$ cat config.mk
export PLATFORM = sky130hd
export DESIGN_NAME = gate_motion_sequencer
export DESIGN_NICKNAME = d
export VERILOG_FILES = /design/src/rtl/gate_motion_sequencer.sv
export SDC_FILE = /design/constraint.sdc
export NUM_CORES = 1
export LEC_CHECK = 0
export BUFFER_PORTS_ARGS = -buffer_cell sky130_fd_sc_hd__buf_2
export CAP_MARGIN = 20
export CORE_ASPECT_RATIO = 0.5
export CORE_MARGIN = 5
export CORE_UTILIZATION = 54
export CTS_CLUSTER_SIZE = 24
export DETAILED_ROUTE_END_ITERATION = 10
export PLACE_DENSITY_LB_ADDON = 0.08
export SLEW_MARGIN = 20
export SYNTH_ARGS = -nofsm -noshare
export SYNTH_HDL_FRONTEND = slang
export SYNTH_SLANG_ARGS = --single-unit
$ cat constraint.sdc
create_clock -name clk -period 5.3 [get_ports clk]
set_clock_uncertainty 0.15 [all_clocks]
set_input_delay 1.06 -clock clk [delete_from_list [all_inputs] [get_ports clk]]
set_output_delay 1.06 -clock clk [all_outputs]
set_load 0.01 [all_outputs]
$ cat src/rtl/gate_motion_sequencer.sv
// Gate servo sequencer: slew-limited pulse-width ramp between closed and open, with presence-driven reversal.
// Optional timed auto-close from OPEN is enabled by defining GATE_AUTOCLOSE_EN.
module gate_motion_sequencer #(
  parameter int PULSO_W      = 16,
  parameter int PULSE_CLOSED = 25_000,
  parameter int PULSE_OPEN   = 50_000,
  parameter int STEP         = 250,
  parameter int HOLD_FRAMES  = 150
) (
  input  logic               clk,
  input  logic               rst_n,
  input  logic               open_req,
  input  logic               presence,
  input  logic               frame_tick,
  output logic [PULSO_W-1:0] pulse_cycles,
  output logic [1:0]         gate_state,
  output logic               busy
);

  typedef enum logic [1:0] {
    ST_CLOSED  = 2'd0,
    ST_OPENING = 2'd1,
    ST_OPEN    = 2'd2,
    ST_CLOSING = 2'd3
  } state_t;

  localparam logic [PULSO_W-1:0] OPEN_W   = PULSO_W'(PULSE_OPEN);
  localparam logic [PULSO_W-1:0] CLOSED_W = PULSO_W'(PULSE_CLOSED);
  localparam logic [PULSO_W:0]   OPEN_X   = (PULSO_W+1)'(PULSE_OPEN);
  localparam logic [PULSO_W:0]   CLOSED_X = (PULSO_W+1)'(PULSE_CLOSED);
  localparam logic [PULSO_W:0]   STEP_X   = (PULSO_W+1)'(STEP);

  // Misconfigured ramp limits would let the arithmetic wrap; stop elaboration instead.
  if (PULSE_OPEN <= PULSE_CLOSED || PULSE_OPEN >= (1 << PULSO_W) || STEP < 1 || HOLD_FRAMES < 1) begin : g_bad_params
    $error("gate_motion_sequencer: invalid parameter set");
  end

  state_t             state_r;
  state_t             state_s;
  logic [PULSO_W-1:0] pulse_r;
  logic [PULSO_W-1:0] pulse_s;
  logic               busy_r;
  logic [PULSO_W:0]   pulse_x_s;
  logic [PULSO_W:0]   up_s;
  logic [PULSO_W:0]   dn_s;
  logic               at_open_s;
  logic               at_closed_s;
  logic               expire_s;

  // Add/subtract one step in the widened domain so neither edge of the range can wrap.
  function automatic logic [PULSO_W:0] step_up(input logic [PULSO_W:0] cur);
    return cur + STEP_X;
  endfunction

  function automatic logic [PULSO_W:0] step_dn(input logic [PULSO_W:0] cur);
    return cur - STEP_X;
  endfunction

  assign pulse_x_s   = {1'b0, pulse_r};
  assign up_s        = step_up(pulse_x_s);
  assign dn_s        = step_dn(pulse_x_s);
  assign at_open_s   = (OPEN_X - pulse_x_s) <= STEP_X;
  assign at_closed_s = (pulse_x_s - CLOSED_X) <= STEP_X;

`ifdef GATE_AUTOCLOSE_EN
  localparam int               HOLD_W = (HOLD_FRAMES > 1) ? $clog2(HOLD_FRAMES + 1) : 1;
  localparam logic [HOLD_W-1:0] HOLD_X = HOLD_W'(HOLD_FRAMES);

  logic [HOLD_W-1:0] hold_r;
  logic [HOLD_W-1:0] hold_s;

  // Hold countdown: loaded on arrival at OPEN and by presence, counted down by idle frames.
  always_comb begin
    hold_s   = hold_r;
    expire_s = 1'b0;
    if (state_r == ST_OPENING && frame_tick && at_open_s) begin
      hold_s = HOLD_X;
    end else if (state_r == ST_OPEN) begin
      if (presence) begin
        hold_s = HOLD_X;
      end else if (frame_tick && hold_r != {HOLD_W{1'b0}}) begin
        hold_s   = hold_r - HOLD_W'(1);
        expire_s = (hold_r == HOLD_W'(1));
      end else begin
        hold_s = hold_r;
      end
    end else begin
      hold_s = hold_r;
    end
  end

  // Hold counter register.
  always_ff @(posedge clk or negedge rst_n) begin
    if (!rst_n) begin
      hold_r <= {HOLD_W{1'b0}};
    end else begin
      hold_r <= hold_s;
    end
  end
`else
  assign expire_s = 1'b0;
`endif

  // Next-state and next pulse width; reversal in CLOSING outranks a same-cycle frame tick.
  always_comb begin
    state_s = state_r;
    pulse_s = pulse_r;
    case (state_r)
      ST_CLOSED: begin
        if (open_req) begin
          state_s = ST_OPENING;
        end else begin
          state_s = ST_CLOSED;
        end
      end
      ST_OPENING: begin
        if (frame_tick) begin
          if (at_open_s) begin
            pulse_s = OPEN_W;
            state_s = ST_OPEN;
          end else begin
            pulse_s = up_s[PULSO_W-1:0];
          end
        end else begin
          state_s = ST_OPENING;
        end
      end
      ST_OPEN: begin
        pulse_s = OPEN_W;
        if ((open_req && !presence) || expire_s) begin
          state_s = ST_CLOSING;
        end else begin
          state_s = ST_OPEN;
        end
      end
      ST_CLOSING: begin
        if (presence || open_req) begin
          state_s = ST_OPENING;
        end else if (frame_tick) begin
          if (at_closed_s) begin
            pulse_s = CLOSED_W;
            state_s = ST_CLOSED;
          end else begin
            pulse_s = dn_s[PULSO_W-1:0];
          end
        end else begin
          state_s = ST_CLOSING;
        end
      end
      default: begin
        state_s = ST_CLOSED;
        pulse_s = CLOSED_W;
      end
    endcase
  end

  // State, pulse command and busy flag registers; reset snaps the gate shut.
  always_ff @(posedge clk or negedge rst_n) begin
    if (!rst_n) begin
      state_r <= ST_CLOSED;
      pulse_r <= CLOSED_W;
      busy_r  <= 1'b0;
    end else begin
      state_r <= state_s;
      pulse_r <= pulse_s;
      busy_r  <= (state_s == ST_OPENING) || (state_s == ST_CLOSING);
    end
  end

  assign pulse_cycles = pulse_r;
  assign gate_state   = state_r;
  assign busy         = busy_r;

endmodule
After elaboration in Yosys (flattened, before gate mapping) --
Index checks and enable logic that the tools add are counted. Widths: inputs -> output; s select.
Cells by class: div/mod/pow operators 0, magnitude comparators 2, equality and inequality tests 8, $add $sub $neg 4, reductions and logical operators 7, bitwise logic cells 0, shifts and indexed selects 0, multipliers 0, muxes and demuxes 14
Operator list (number):
- $mux 16 | 5
- $pmux 16 s3 | 1
- $le 17x8->1 const B | 2
- $sub 16x15->17 const B | 1
- $sub 16x16->17 const A | 1
- $add 16x8->16 const B | 1
- $sub 16x8->16 const B | 1
- $mux 2 | 5
- $pmux 2 s4 | 1
- $eq 2x2->1 const B | 3
- $ne 2x2->1 const B | 3
- $eq 2x1->1 const B | 2
- $reduce_and 4->1 | 1
- $reduce_bool 3->1 | 1
- $logic_not 2->1 | 1
- $logic_or 1x1->1 | 2
- $mux 1 | 2
- $logic_and 1x1->1 | 1
- $logic_not 1->1 | 1
Word-level totals: output and inout port bits 19, ROM bits 0, memory bits (writable) 0, memories 0, logic and storage cells 38, register bits 19, latch bits 0, input port bits 5

Depth between registers and ports, before layout --
depth in word-level cells 8, mapped depth 11, mapped depth without buffers 9

Least setup slack after synthesis --
No wires, ideal clock.
kind flip-flop to flip-flop, start point register pulse_r[3] (netlist: pulse_cycles[3]), end point register pulse_r[10] (netlist: pulse_cycles[10]), cell stages (with the launch flop) 11, required time 5.018 ns, path slack 2.348 ns, period minus slack after synthesis 2.952 ns, library setup time 0.132 ns, buffers on the path 2, arrival 2.671 ns, cell sequence dfstp_2 buf_2 inv_1 ha_1 nand2b_1 a2111o_1 a311oi_4 a21oi_2 buf_6 a221oi_2 o22ai_1
Between the ends: word-level cells in the longest chain between the ends 6, elaborated cells between the ends (all ways) 12, classes of those cells add/sub: 4; order compare: 2; mux: 6
RTL lines:
- start, declared | line 40 | logic [PULSO_W-1:0] pulse_r;
- start signal, assigned | line 165 | pulse_r <= pulse_s;
- $sub 16x15->17 | line 63 | assign at_closed_s = (pulse_x_s - CLOSED_X) <= STEP_X;
- $le 17x8->1 | line 63
- $mux 16 | line 140 | if (at_closed_s) begin
- $mux 16 | line 139 | end else if (frame_tick) begin
- $mux 16 | line 137 | if (presence || open_req) begin
- $pmux 16 s3 * | line 108 | case (state_r)
Mark *: on every way between the ends. The rest lies on a longest branch, timed or not. The select of a mux whose other input is x is not followed. A chain may end at the register's enable or synchronous reset.

Worst setup path after layout --
start point register pulse_r[4] (netlist: pulse_cycles[4]), end point register pulse_r[12] (netlist: pulse_cycles[12])
The elaborated chain is that of the path after synthesis.

==> results by group <==
Route
  • Routed Antenna Nets: 0
  • Residual DRC: 0
  • Starting DRT DRC Count: between 150 and 200
  • Vias per inst: ~6.5
  • TritonRoute pass-1 iters: 4
  • Wirelength per Cell: approximately 18 microns
  • Vias: ~2100
  • Final WL: 5.98 mm

Synthesis
  • Asr flop ratio synth: 1.00
  • Dominant synthesized flop cell: dfrtp_1
  • Number of synthesized flops with an enable pin: 0
  • Share of the synthesized area in the top cell type: 0.126
  • Area contributors post-synth: dfrtp_1 13%, dfstp_2 7.2%, buf_6 4.1%, nand2_1 4.0%, o21ai_0 3.9%
  • Syn_nets: roughly 280
  • Syn Inst Count: around 270
  • Warnings from Yosys: 0
  • Leading area contributor after synthesis: dfrtp_1
  • Synth Cell Area: around 2200 sq um
  • Syn avg cell area: ~8.1 sq um
  • #FFs+latches synth: 17
  • Cell variety after synth: ~80
  • Sequential share of the synthesized area: 0.199

Die
  • Io pins: 24
  • Die width: 99.9 microns
  • Core Footprint: ~3900 sq um
  • Die area: about 5500 sq um
  • Die H: 54.9 microns
  • # rows: 16
  • Initial Util: 0.559

GRT
  • GRT overflow: 0
  • Number of antenna violations at the first check in global routing: 0
  • Gr usage total: 0.229
  • Vias in the first global route: 1919
  • Largest net degree at the start of global routing: 21
  • First-pass GRT wire length: 9.77 mm

Power and ir drop
  • Int Power: between 0.0005 and 0.0006 W
  • Pwr/cell area: about 520 nW/um^2
  • Switching share of power: 0.540
  • Seq pwr share: 0.328
  • Clock power share: 0.089
  • Maximum vdd drop: roughly 0.23 mV
  • Lkg Pwr: between 0.8 and 0.9 nW
  • Combinational share of power: 0.584
  • P_sw: between 0.0006 and 0.0007 W

Clocking
  • Hold-fix buffers, CTS: 0
  • Bufs on Longest Clock Path: 2
  • Clk sinks: 17
  • Clock slew at reported path FFs: ~0.080 ns
  • Post-CTS setup buffers: 0
  • Root Buffer: clkbuf_8
  • H-Tree Depth: 1
  • Num CTS Buffers: 3
  • CTS tree: done
  • Worst-Skew Late Latency: approximately 0.26 ns
  • Post-CTS resize count: 0

Finish
  • Area Overhead vs Synth: 2.01%
  • Multi-input gate area: between 1500 and 2000 sq um
  • Layout cells sized above 1: 0.213
  • Most frequent cells in the layout: 23 x nand2_1, 22 x buf_2, 18 x nor2_1, 17 x o21ai_0, 16 x a21oi_1
  • Most common cell after layout, fill and taps aside: nand2_1
  • Seq. cell area: approximately 430 sq um
  • Final net count: 284
  • Final-layout fill cell count: roughly 380
  • Antenna cells: 0

Worst hold path
  • Worst Hold Class: reg2reg

Setup path
  • Peak fanout along the critical path: 16
  • Worst path cell trace: inv_1 > ha_1 > nand2b_1 > a211oi_1 > nor3_1 > o31ai_4 > a21oi_2 > a221oi_1 > a21oi_1
  • Reg2reg setup slack: slightly above 2 ns
  • Slowest cell on crit path: dfrtp_1
  • CP endpoint kind: register
  • Critical path buffers and inverters: 1
  • Arrival @ worst endpoint: between 3 and 4 ns
  • Worst Setup Start Kind: register
  • Kind of critical path: reg2reg
  • CP top delay family: compound AO/OA/AOI/OAI gates
  • Slowest stage delay, CP: about 0.63 ns
  • Worst EP required: ~5.3 ns

Placement
  • Placer congestion estimate: approximately 0.91
  • Pre-CTS WS: between 2 and 2.5 ns
  • Port bufs: 22
  • DP HPWL: approximately 4.4 mm

Timing
  • Unrepaired setup endpoints after global routing: false
  • Setup_tns: 0 ns
  • Hold Vio Cnt, Final: 0
  • Final setup violation count: 0
  • Tmin final: 3.23 ns
  • Period utilization: 0.609
  • Fmax: a little over 0.3 GHz
  • Relative slew slack: 0.558
  • Worst slew pin tran: 0.663 ns
  • Final setup margin: around 2.1 ns
  • Final Max Slew Viols: 0

Outcome
  • Status: completed

Job
  • # Max-Cap Violations: 0
## layout make-up
cell class / instances / share of cell area
multi-input combinational: 216 / 0.682
sequential: 17 / 0.195
timing repair buffer: 23 / 0.0529
tap: 54 / 0.0304
clock buffer: 4 / 0.0202
inverter: 12 / 0.0202
## sequential cells by signal (all words and copies together) (netlist names)
name	cells
pulse_cycles	15
gate_state	2
## layer usage
layer,global-route usage,share of wire,vias up
met5,0,0,-
met4,0.0363,0.0067,0
met3,0.0638,0.11,4
met2,0.371,0.43,95
met1,0.313,0.46,998
li1,-,-,1015
## cells in the mapped netlist, drive strengths merged (3+ instances only)
| cell type | count |
|---|---|
| nand3b | 3 |
| o211ai | 4 |
| a22oi | 4 |
| nand2 | 23 |
| a221oi | 3 |
| and3 | 6 |
| buf | 15 |
| o31ai | 4 |
| inv | 12 |
| nor2b | 5 |
| a21oi | 19 |
| a31o | 3 |
| nor4 | 5 |
| ha | 6 |
| a211oi | 3 |
| and2 | 6 |
| nor3 | 6 |
| o221ai | 3 |
| o21ai | 21 |
| nand3 | 14 |
| xor2 | 4 |
| o22ai | 3 |
| nor2 | 18 |
| mux2i | 3 |
| a21boi | 3 |
| a31oi | 5 |
| o21a | 4 |
| nand2b | 3 |
| dfstp | 6 |
| clkbuf | 7 |
| dfrtp | 11 |
## cells by family after synthesis
| kind of cell | synth area share |
|---|---|
| adder cells (fa/ha/maj) | 0.0344 |
| AND/OR/NAND/NOR | 0.270 |
| AO/OA/AOI/OAI | 0.356 |
| other | 0.00172 |
| buffers and inverters | 0.106 |
| XOR/XNOR | 0.0201 |
| flip-flops | 0.199 |
| multiplexers | 0.0138 |
## worst paths after layout
path                            startpoint               end  depth (start not counted)
min                        pulse_cycles[2]   pulse_cycles[2]                          2
max reg2reg                pulse_cycles[4]  pulse_cycles[12]                          9
max                        pulse_cycles[4]  pulse_cycles[12]                          9
min reg2reg                pulse_cycles[2]   pulse_cycles[2]                          2
max in group asynchronous            rst_n   pulse_cycles[8]                          1
min in group asynchronous            rst_n  pulse_cycles[10]                          1
## stage by stage
step                      hold slack (ns)  std cells  total power (W)   util  cell area (sq um)
after floorplan                     0.484        268         0.000913      -               2180
after global placement              0.504        322          0.00103  0.558               2180
after detailed placement            0.521        322          0.00105  0.558               2180
after CTS                           0.530        326          0.00115  0.570               2220
after global routing                0.574        326          0.00126  0.570               2220
final                               0.520        326          0.00116  0.570               2220
## power groups by stage
stage,clock network (W),logic [W],registers [W]
floorplan,0,0.000634,0.000279
global placement,0,0.000659,0.000375
detailed placement,0,0.000664,0.000381
CTS,0.000103,0.000671,0.000379
global route,0.000109,0.000746,0.000402
finish,0.000103,0.000679,0.000381
## worst register-to-register path: cells and delay by family (launching register included)
kind,cells,cell delay [ns]
compound gates,5,1.58
fa+ha+maj,1,0.25
flops,1,0.63
buf+inv,1,0.15
simple gates,2,0.33
Power figures use the tool's default switching activity.
